`src/rtl/video_pkg.sv`:
```
// Shared state encoding and default widths for the video plane address generator.
package video_pkg;

  typedef enum logic [1:0] {
    ST_IDLE  = 2'd0,
    ST_FETCH = 2'd1,
    ST_DONE  = 2'd2
  } state_e;

  localparam int DEF_AW     = 21;
  localparam int DEF_PLANES = 4;
  localparam int DEF_XW     = 8;
  localparam int DEF_SW     = 13;

endpackage

```
`src/rtl/video_plane_ptr.sv`:
```
// Per-plane line pointer: loads base, steps by stride, emits the address for a word index.
// Optional VIDEO_PLANE_WRAP_EN confines addresses to a power-of-two window around base.
module video_plane_ptr
  import video_pkg::*;
#(
  parameter int AW = DEF_AW,
  parameter int SW = DEF_SW,
  parameter int XW = DEF_XW
) (
  input  logic          clk,
  input  logic          rst,
  input  logic          load_i,
  input  logic          step_i,
  input  logic [AW-1:0] base_i,
  input  logic [SW-1:0] stride_i,
  input  logic [XW-1:0] x_i,
`ifdef VIDEO_PLANE_WRAP_EN
  input  logic [AW-1:0] wrap_mask_i,
`endif
  output logic [AW-1:0] addr_o
);

  logic [AW-1:0] lptr_q, lptr_d;
  logic [AW-1:0] sum_s;
`ifdef VIDEO_PLANE_WRAP_EN
  logic [AW-1:0] base_q, base_d;
`endif

  // Address is formed from the next pointer value so the top can register it directly.
  always_comb begin
    lptr_d = lptr_q;
    if (load_i) begin
      lptr_d = base_i;
    end else if (step_i) begin
      lptr_d = lptr_q + AW'(stride_i);
    end else begin
      lptr_d = lptr_q;
    end
    sum_s = lptr_d + AW'(x_i);
`ifdef VIDEO_PLANE_WRAP_EN
    base_d = load_i ? base_i : base_q;
    addr_o = (base_d & ~wrap_mask_i) | (sum_s & wrap_mask_i);
`else
    addr_o = sum_s;
`endif
  end

  always_ff @(posedge clk) begin
    if (rst) begin
      lptr_q <= {AW{1'b0}};
`ifdef VIDEO_PLANE_WRAP_EN
      base_q <= {AW{1'b0}};
`endif
    end else begin
      lptr_q <= lptr_d;
`ifdef VIDEO_PLANE_WRAP_EN
      base_q <= base_d;
`endif
    end
  end

endmodule

```
`src/rtl/video_plane_addrgen.sv`:
```
// Round-robin multi-plane DRAM fetch address generator with per-frame shadowed config.
// Optional VIDEO_PLANE_WRAP_EN adds cfg_wrap_mask for circular-buffer vertical scroll.
module video_plane_addrgen
  import video_pkg::*;
#(
  parameter int AW     = DEF_AW,
  parameter int PLANES = DEF_PLANES,
  parameter int XW     = DEF_XW,
  parameter int SW     = DEF_SW
) (
  input  logic                 clk,
  input  logic                 rst,
  input  logic                 frame_start,
  input  logic                 line_start,
  input  logic                 vpix,
  input  logic                 video_next,
  input  logic [PLANES*AW-1:0] cfg_base,
  input  logic [SW-1:0]        cfg_stride,
  input  logic [XW-1:0]        cfg_wpl,
  input  logic [PLANES-1:0]    cfg_plane_en,
`ifdef VIDEO_PLANE_WRAP_EN
  input  logic [AW-1:0]        cfg_wrap_mask,
`endif
  output logic [AW-1:0]        video_addr,
  output logic [2:0]           video_plane,
  output logic                 addr_valid,
  output logic                 line_done
);

  state_e            state_q, state_d;
  logic [SW-1:0]     stride_q;
  logic [XW-1:0]     wpl_q;
  logic [PLANES-1:0] en_q;
  logic [XW-1:0]     x_q, x_d;
  logic [2:0]        plane_q, plane_d;
  logic [AW-1:0]     addr_q, addr_d;
  logic              valid_q, valid_d, done_q, done_d;
  logic              load_s, step_s, wrap_s, start_ok_s;
  logic [2:0]        first_s, next_s;
  logic [AW-1:0]     paddr_s [PLANES];
`ifdef VIDEO_PLANE_WRAP_EN
  logic [AW-1:0]     wrap_mask_q;
`endif

  for (genvar p = 0; p < PLANES; p++) begin : g_ptr
    video_plane_ptr #(.AW(AW), .SW(SW), .XW(XW)) u_ptr (
      .clk        (clk),
      .rst        (rst),
      .load_i     (load_s),
      .step_i     (step_s),
      .base_i     (cfg_base[p*AW +: AW]),
      .stride_i   (stride_q),
      .x_i        (x_d),
`ifdef VIDEO_PLANE_WRAP_EN
      .wrap_mask_i(wrap_mask_q),
`endif
      .addr_o     (paddr_s[p])
    );
  end

  // Lowest enabled plane, and the next enabled plane above the current one (wrap if none).
  always_comb begin
    first_s = 3'd0;
    next_s  = 3'd0;
    wrap_s  = 1'b1;
    for (int p = PLANES - 1; p >= 0; p--) begin
      if (en_q[p]) begin
        first_s = 3'(p);
      end else begin
        first_s = first_s;
      end
    end
    next_s = first_s;
    for (int p = PLANES - 1; p >= 0; p--) begin
      if (en_q[p] && (3'(p) > plane_q)) begin
        next_s = 3'(p);
        wrap_s = 1'b0;
      end else begin
        next_s = next_s;
      end
    end
  end

  assign start_ok_s = (wpl_q != {XW{1'b0}}) && (en_q != {PLANES{1'b0}});

  // Line sequencing; frame_start outranks line_start, which outranks video_next.
  always_comb begin
    state_d = state_q;
    x_d     = x_q;
    plane_d = plane_q;
    valid_d = valid_q;
    done_d  = 1'b0;
    load_s  = 1'b0;
    step_s  = 1'b0;
    if (frame_start) begin
      load_s  = 1'b1;
      state_d = ST_IDLE;
      valid_d = 1'b0;
    end else if (line_start && vpix) begin
      if (start_ok_s) begin
        step_s  = (state_q == ST_FETCH);
        state_d = ST_FETCH;
        x_d     = {XW{1'b0}};
        plane_d = first_s;
        valid_d = 1'b1;
      end else begin
        step_s  = 1'b1;
        state_d = ST_IDLE;
        valid_d = 1'b0;
      end
    end else if ((state_q == ST_FETCH) && video_next && valid_q) begin
      if (wrap_s && (x_q == wpl_q - XW'(1))) begin
        state_d = ST_DONE;
        valid_d = 1'b0;
        done_d  = 1'b1;
        step_s  = 1'b1;
      end else begin
        plane_d = next_s;
        x_d     = wrap_s ? x_q + XW'(1) : x_q;
      end
    end else begin
      state_d = state_q;
    end
  end

  always_comb begin
    addr_d = {AW{1'b0}};
    for (int p = 0; p < PLANES; p++) begin
      if (plane_d == 3'(p)) begin
        addr_d = paddr_s[p];
      end else begin
        addr_d = addr_d;
      end
    end
  end

  always_ff @(posedge clk) begin
    if (rst) begin
      state_q  <= ST_IDLE;
      x_q      <= {XW{1'b0}};
      plane_q  <= 3'd0;
      addr_q   <= {AW{1'b0}};
      valid_q  <= 1'b0;
      done_q   <= 1'b0;
      stride_q <= {SW{1'b0}};
      wpl_q    <= {XW{1'b0}};
      en_q     <= {PLANES{1'b0}};
`ifdef VIDEO_PLANE_WRAP_EN
      wrap_mask_q <= {AW{1'b0}};
`endif
    end else begin
      state_q <= state_d;
      x_q     <= x_d;
      plane_q <= plane_d;
      addr_q  <= addr_d;
      valid_q <= valid_d;
      done_q  <= done_d;
      if (frame_start) begin
        stride_q <= cfg_stride;
        wpl_q    <= cfg_wpl;
        en_q     <= cfg_plane_en;
`ifdef VIDEO_PLANE_WRAP_EN
        wrap_mask_q <= cfg_wrap_mask;
`endif
      end
    end
  end

  assign video_addr  = addr_q;
  assign video_plane = plane_q;
  assign addr_valid  = valid_q;
  assign line_done   = done_q;

endmodule

```
`config.mk`:
```
export PLATFORM = sky130hd
export DESIGN_NAME = video_plane_addrgen
export DESIGN_NICKNAME = d
export VERILOG_FILES = /design/src/rtl/video_pkg.sv /design/src/rtl/video_plane_ptr.sv /design/src/rtl/video_plane_addrgen.sv
export SDC_FILE = /design/constraint.sdc
export NUM_CORES = 1
export LEC_CHECK = 0
export CAP_MARGIN = 20
export CORE_ASPECT_RATIO = 1.1
export CORE_MARGIN = 2
export CORE_UTILIZATION = 52
export CTS_CLUSTER_DIAMETER = 120
export CTS_CLUSTER_SIZE = 20
export DETAILED_ROUTE_END_ITERATION = 16
export HOLD_SLACK_MARGIN = 0.1
export PLACE_DENSITY = 0.78
export SYNTH_ARGS = -nofsm -noshare
export SYNTH_HDL_FRONTEND = slang
export SYNTH_SLANG_ARGS = --single-unit
```
`constraint.sdc`:
```
create_clock -name clk -period 5.5 [get_ports clk]
set_input_delay 0.55 -clock clk [delete_from_list [all_inputs] [get_ports clk]]
set_output_delay 0.55 -clock clk [all_outputs]
set_load 0.005 [all_outputs]
```
Word level (Yosys, flattened, before mapping)
Cells that the tools add are included.
- $add $sub $neg: 10
- $lt $le $gt $ge: 4
- equal/unequal tests: 5
- mux-type cells: 49
- reductions and logical operators: 17
- operators with widths (cell ; number):
    $mux 21 ; 12
    $add 21x13->21 ; 4
    $add 21x8->21 ; 4
    $mux 8 ; 6
    $mux 3 ; 12
    $mux 1 ; 15
    $logic_and 1x1->1 ; 9
    $add 8x1->8 const B ; 1
    $eq 8x8->1 ; 1
    $mux 2 ; 4
    $reduce_bool 8->1 ; 1
    $sub 8x1->8 const B ; 1
    $eq 3x2->1 const B ; 2
    $gt 1x3->1 const A ; 2
    $gt 2x3->1 const A ; 2
    $reduce_bool 2->1 ; 2
    $reduce_bool 4->1 ; 1
    $eq 3x1->1 const B ; 1
    $logic_not 3->1 ; 1
    $reduce_or 3->1 ; 1
    $eq 2x1->1 const B ; 1
    $reduce_and 2->1 ; 1
    $reduce_or 2->1 ; 1
- register bits after elaboration: 145
- input port bits: 115
- output and inout port bits: 26
- logic and storage cells: 98

Longest topological paths before layout
- depth after elaboration: 18
- depth in mapped cells: 27
- mapped depth without buffers: 22

By module
A second synthesis with hierarchy kept.
- cells, all modules: 1599
- area, all modules: 12813.5 µm²
- by module, submodules not included (module ; instances ; cells each ; area an instance (µm²) ; seq. area each (µm²)):
    video_plane_ptr (g_ptr[2].u_ptr ...) ; 2 ; 313 ; 2473.6 ; 420.4
    video_plane_ptr (g_ptr[0].u_ptr ...) ; 2 ; 309 ; 2342.2 ; 420.4
    video_plane_addrgen ; 1 ; 355 ; 3181.8 ; 1201.2

Worst setup path before layout
OpenSTA, ideal clock, no wires.
- path type: register -> register
- start: register wpl_q[0]
- end: register addr_q[20], in the netlist video_addr[20]
- setup time: 0.129 ns
- arrival time: 5.656 ns
- data required time: 5.371 ns
- path slack: -0.286 ns
- stages on the path, launching flop included: 28
- buffers on the path: 7
- clock period less this slack: 5.786 ns
- path through: dfxtp_1 -> inv_1 -> ha_1 -> nor2b_1 -> a221oi_1 -> o22ai_2 -> a2111o_1 -> buf_4 -> nand2_4 -> buf_8 -> buf_8 -> buf_4 -> clkbuf_1 -> clkbuf_1 -> buf_1 -> nor3_1 -> nor3_1 -> ha_1 -> ha_1 -> inv_1 -> o31ai_4 -> a21boi_1 -> o41a_1 -> o41a_1 -> or3b_1 -> xor2_1 -> a22oi_1 -> a21oi_1
- elaborated cells on any way between the ends: 40
- classes of those cells: add/sub (5); eq/ne (4); mux (27); reduce/logical (4)
- RTL lines (what ; line ; text):
    start: declaration ; video_plane_addrgen.sv:32 ; logic [XW-1:0] wpl_q;
    start signal: assignment ; video_plane_addrgen.sv:146 ; wpl_q <= {XW{1'b0}};
    start signal: assignment ; video_plane_addrgen.sv:160 ; wpl_q <= cfg_wpl;
    $sub 8x1->8 ; video_plane_addrgen.sv:112 ; if (wrap_s && (x_q == wpl_q - XW'(1))) begin
    $eq 8x8->1 ; video_plane_addrgen.sv:112 ;
    $logic_and 1x1->1 ; video_plane_addrgen.sv:112 ;
    $mux 1 ; video_plane_addrgen.sv:112 ;
    $mux 1 ; -- ;
    $mux 1 * ; video_plane_addrgen.sv:99 ; end else if (line_start && vpix) begin
    $mux 1 * ; video_plane_addrgen.sv:95 ; if (frame_start) begin
    $mux 21 * ; video_plane_ptr.sv:34 ; end else if (step_i) begin
    $mux 21 * ; video_plane_ptr.sv:32 ; if (load_i) begin
    named net g_ptr[1].u_ptr.lptr_d[0] ; video_plane_ptr.sv:23 ; logic [AW-1:0] lptr_q, lptr_d;
    $add 21x8->21 * ; video_plane_ptr.sv:39 ; sum_s = lptr_d + AW'(x_i);
    $mux 21 * (3 in a row) ; video_plane_addrgen.sv:129 ; if (plane_d == 3'(p)) begin
    end signal: assignment ; video_plane_addrgen.sv:142 ; addr_q <= {AW{1'b0}};
    end signal: assignment ; video_plane_addrgen.sv:155 ; addr_q <= addr_d;
    end: declaration ; video_plane_addrgen.sv:36 ; logic [AW-1:0] addr_q, addr_d;
The timed path passes the listed nets; every way through them passes the cells marked *.
A chain may end at the register's enable or synchronous reset.

Final worst setup path
- start: register wpl_q[0]
- end: register addr_q[16], in the netlist video_addr[16]
The elaborated chain is that of the path after synthesis.

==> impl_metrics.json <==
{
  "area_growth_pct": 17.7,
  "synth.distinct_cells": 118,
  "slew_headroom": 0.255,
  "core_mm2": 0.0238,
  "synth_nets": 1772,
  "diodes": 0,
  "r2r_end": "video_addr[16]",
  "syn_area_mm2": 0.0126,
  "routabilityCongestion": 0.959,
  "drt_iter0_markers": 1207,
  "multi_input_area_mm2": 0.00909,
  "crit_family": "compound AO/OA/AOI/OAI gates",
  "grt_start_max_net_pins": 89,
  "min_path_cells": 1,
  "timing.setup.tns_ns": 0,
  "initial_core_util": 0.531,
  "clock_latency_ns": 0.44,
  "htree_levels": 4,
  "clk_pin_slew_worst_paths_ns": 0.07,
  "post_cts_buffers": 0,
  "drcViolationCount": 0,
  "synthSimpleGateAreaFrac": 0.244,
  "clock-skew-final_ns": 0.00929,
  "io_pins": 141,
  "mostFrequentLayoutCells": "nor2_1, dfxtp_1, clkdlybuf4s50_1, nand2_1, a21oi_1",
  "die_x_um": 152,
  "ir_drop_mv": 0.178,
  "synth_top_family_by_area": "compound AO/OA/AOI/OAI gates",
  "r2r-start": "wpl_q[0]",
  "vias": 13000,
  "arrival_ns": 5.68,
  "path_max_fanout": 18,
  "cp_cell_sequence": "inv_1 -> ha_1 -> nor2b_1 -> a221oi_1 -> o22ai_2 -> a2111o_1 -> nand2_4 -> nor3_1 -> nor3_1 -> ha_1 -> ha_1 -> inv_1 -> o31ai_4 -> a21boi_1 -> o41a_1 -> o41a_1 -> nor3b_1 -> xnor2_1 -> a22oi_1 -> o31ai_1",
  "hpwlAfterDp_um": 31100,
  "grt_pass1_wl_um": 65000,
  "cts_resized": 0,
  "ys_async_sr_fraction": 0,
  "final_common_cell": "nor2_1",
  "synth_edf_count": 0,
  "worstSetupStartpointType": "register",
  "synth_mux_area_frac": 0.0378,
  "finalCritPeriodShare": 0.967,
  "synthXorXnorAreaFrac": 0.0951,
  "cts-buffers-inserted": 17,
  "rr_worst_depth": 20,
  "worst_slew_pin_slew_ns": 1.10,
  "synthCells": 1574,
  "nets": 1899,
  "drtAntennaViolNets": 0,
  "regArea_mm2": 0.00288,
  "worstPathRequired_ns": 5.86,
  "ys_ff_latch": 144,
  "drt_first_pass_iters": 5,
  "setup_violations": 0,
  "port_buffers": 140,
  "synth_fa_ha_area_frac": 0.0877,
  "slowest_stage": "o41a_1",
  "die_area_mm2": 0.0255,
  "hp-class": "register to register",
  "wl_per_cell_um": 20.6,
  "drive_above_1_share": 0.0893,
  "die_height_um": 167,
  "min_from": "state_q[1]",
  "crit_top_cell": "ha_1",
  "hold_viol": 0,
  "path_class": "register to register",
  "cts.hold.buffers_added": 0,
  "cap_violations": 0,
  "final.min_clock_period_ns": 5.32,
  "antenna_found_initial": 0,
  "whs_ns": 0.506,
  "slowest_delay_ns": 0.57,
  "worstHoldEndpoint": "state_q[1]",
  "power.leakage_uw": 0.00604,
  "gr-total-overflow": 0,
  "status": "completed",
  "critPathBufInv": 2,
  "worst_setup_path_end_kind": "register",
  "grtUsageTotal": 0.318,
  "powerDensity_mw_per_mm2": 224,
  "cts.sinks": 144,
  "num_rows": 59,
  "max_freq_mhz": 188,
  "cts_tree": "yes",
  "yosys_warnings": 0,
  "vias_per_cell": 6.41,
  "ys_seq_area_frac": 0.229,
  "synth-main-ff-cell": "dfxtp_1",
  "clock_path_buffers": 2,
  "avgSynthCellArea_um2": 8.01,
  "first_global_vias": 12400,
  "r2r_slack_ns": 0.18,
  "wl_um": 41600,
  "root_buffer": "clkbuf_16",
  "maxSlewViolCount": 0,
  "fillers": 2161,
  "rsz0062_at_grt": "yes",
  "synth_compound_area_frac": 0.252
}
-- synthesized netlist by cell type (24+ instances only) --
cell / count / share of area
mux2i_1: 44 / 0.035
clkbuf_1: 35 / 0.010
dfxtp_1: 144 / 0.23
o21ai_0: 70 / 0.028
ha_1: 78 / 0.077
nor2_1: 205 / 0.061
a21oi_1: 89 / 0.035
nor2b_1: 26 / 0.013
nand2_1: 96 / 0.029
nor4_1: 26 / 0.013
xor2_1: 67 / 0.047
nor3_1: 68 / 0.027
a21o_1: 25 / 0.015
xnor2_1: 70 / 0.049
a211oi_1: 24 / 0.014
nand3_1: 28 / 0.011
inv_1: 40 / 0.012
-- power breakdown --
part / leakage (µW) / total (µW) / internal [µW] / switching, µW
combinational: 0.00458 / 939 / 419 / 519
clock: 0.000268 / 1200 / 675 / 529
sequential: 0.00119 / 1180 / 1120 / 67.7
total: 0.00604 / 3330 / 2210 / 1120
-- layout make-up --
| class | instances | area share |
|---|---|---|
| multi-input combinational | 1311 | 0.612 |
| sequential | 144 | 0.194 |
| timing repair buffer | 186 | 0.118 |
| clock buffer | 18 | 0.0289 |
| tap | 305 | 0.0257 |
| clock inverter | 14 | 0.0105 |
| inverter | 41 | 0.0104 |
-- worst register-to-register path, cell delays in order, from the launching register on --
cell and delay, ns:
dfxtp_1 0.45, inv_1 0.07, ha_1 0.24, nor2b_1 0.18, a221oi_1 0.35, o22ai_2 0.23
a2111o_1 0.45, nand2_4 0.23, nor3_1 0.10, nor3_1 0.31, ha_1 0.30, ha_1 0.18
inv_1 0.06, o31ai_4 0.07, a21boi_1 0.11, o41a_1 0.42, o41a_1 0.57, nor3b_1 0.39
xnor2_1 0.18, a22oi_1 0.12, o31ai_1 0.25
-- logic make-up (layout without fill, tap and decap cells) --
family,after synthesis,count (layout)
adder cells (fa/ha/maj),86,86
buffers and inverters,120,259
XOR/XNOR,137,137
multiplexers,47,47
flip-flops,144,144
AO/OA/AOI/OAI,436,437
AND/OR/NAND/NOR,604,604
-- metal layers --
| layer | wire length, µm | track usage | up-vias |
|---|---|---|---|
| met1 | 16500 | 0.385 | 6093 |
| met3 | 2910 | 0.0422 | 141 |
| met2 | 19600 | 0.537 | 599 |
| met4 | 2620 | 0.197 | 0 |
| li1 | - | - | 6117 |
| met5 | 0 | 0 | - |
-- worst max-delay path by stage --
stage | start | to | slack (ns) | depth (start not counted)
final | wpl_q[0] | video_addr[16] | 0.18 | 20
after global routing | wpl_q[0] | video_addr[13] | -0.03 | 20
after CTS | wpl_q[0] | video_addr[9] | 0.17 | 19
after detailed placement | video_next | video_addr[9] | 0.05 | 18
after global placement | video_next | video_addr[20] | 0.20 | 18
after floorplan | wpl_q[0] | video_addr[20] | 0.01 | 27
-- registers in the layout, summed over array words and instances, names as in the netlist --
signal and flops:
en_q 4, g_ptr.u_ptr.lptr_q 84, line_done 1, state_q 2
stride_q 13, video_addr 21, video_plane 3, wpl_q 8
x_q 8
-- per-stage QoR --
step                      utilization  instance area (µm²)  setup slack [ns]  power, µW  cells
after floorplan                     -                12600            0.0117       1790   1574
after global placement          0.597                14200             0.204       2100   1985
after detailed placement        0.598                14200            0.0543       2120   1986
after CTS                       0.622                14800             0.166       3320   2018
after global routing            0.624                14800           -0.0250       3460   2019
final                           0.624                14800             0.181       3330   2019
Note: power is estimated with default switching activity, not from simulation.
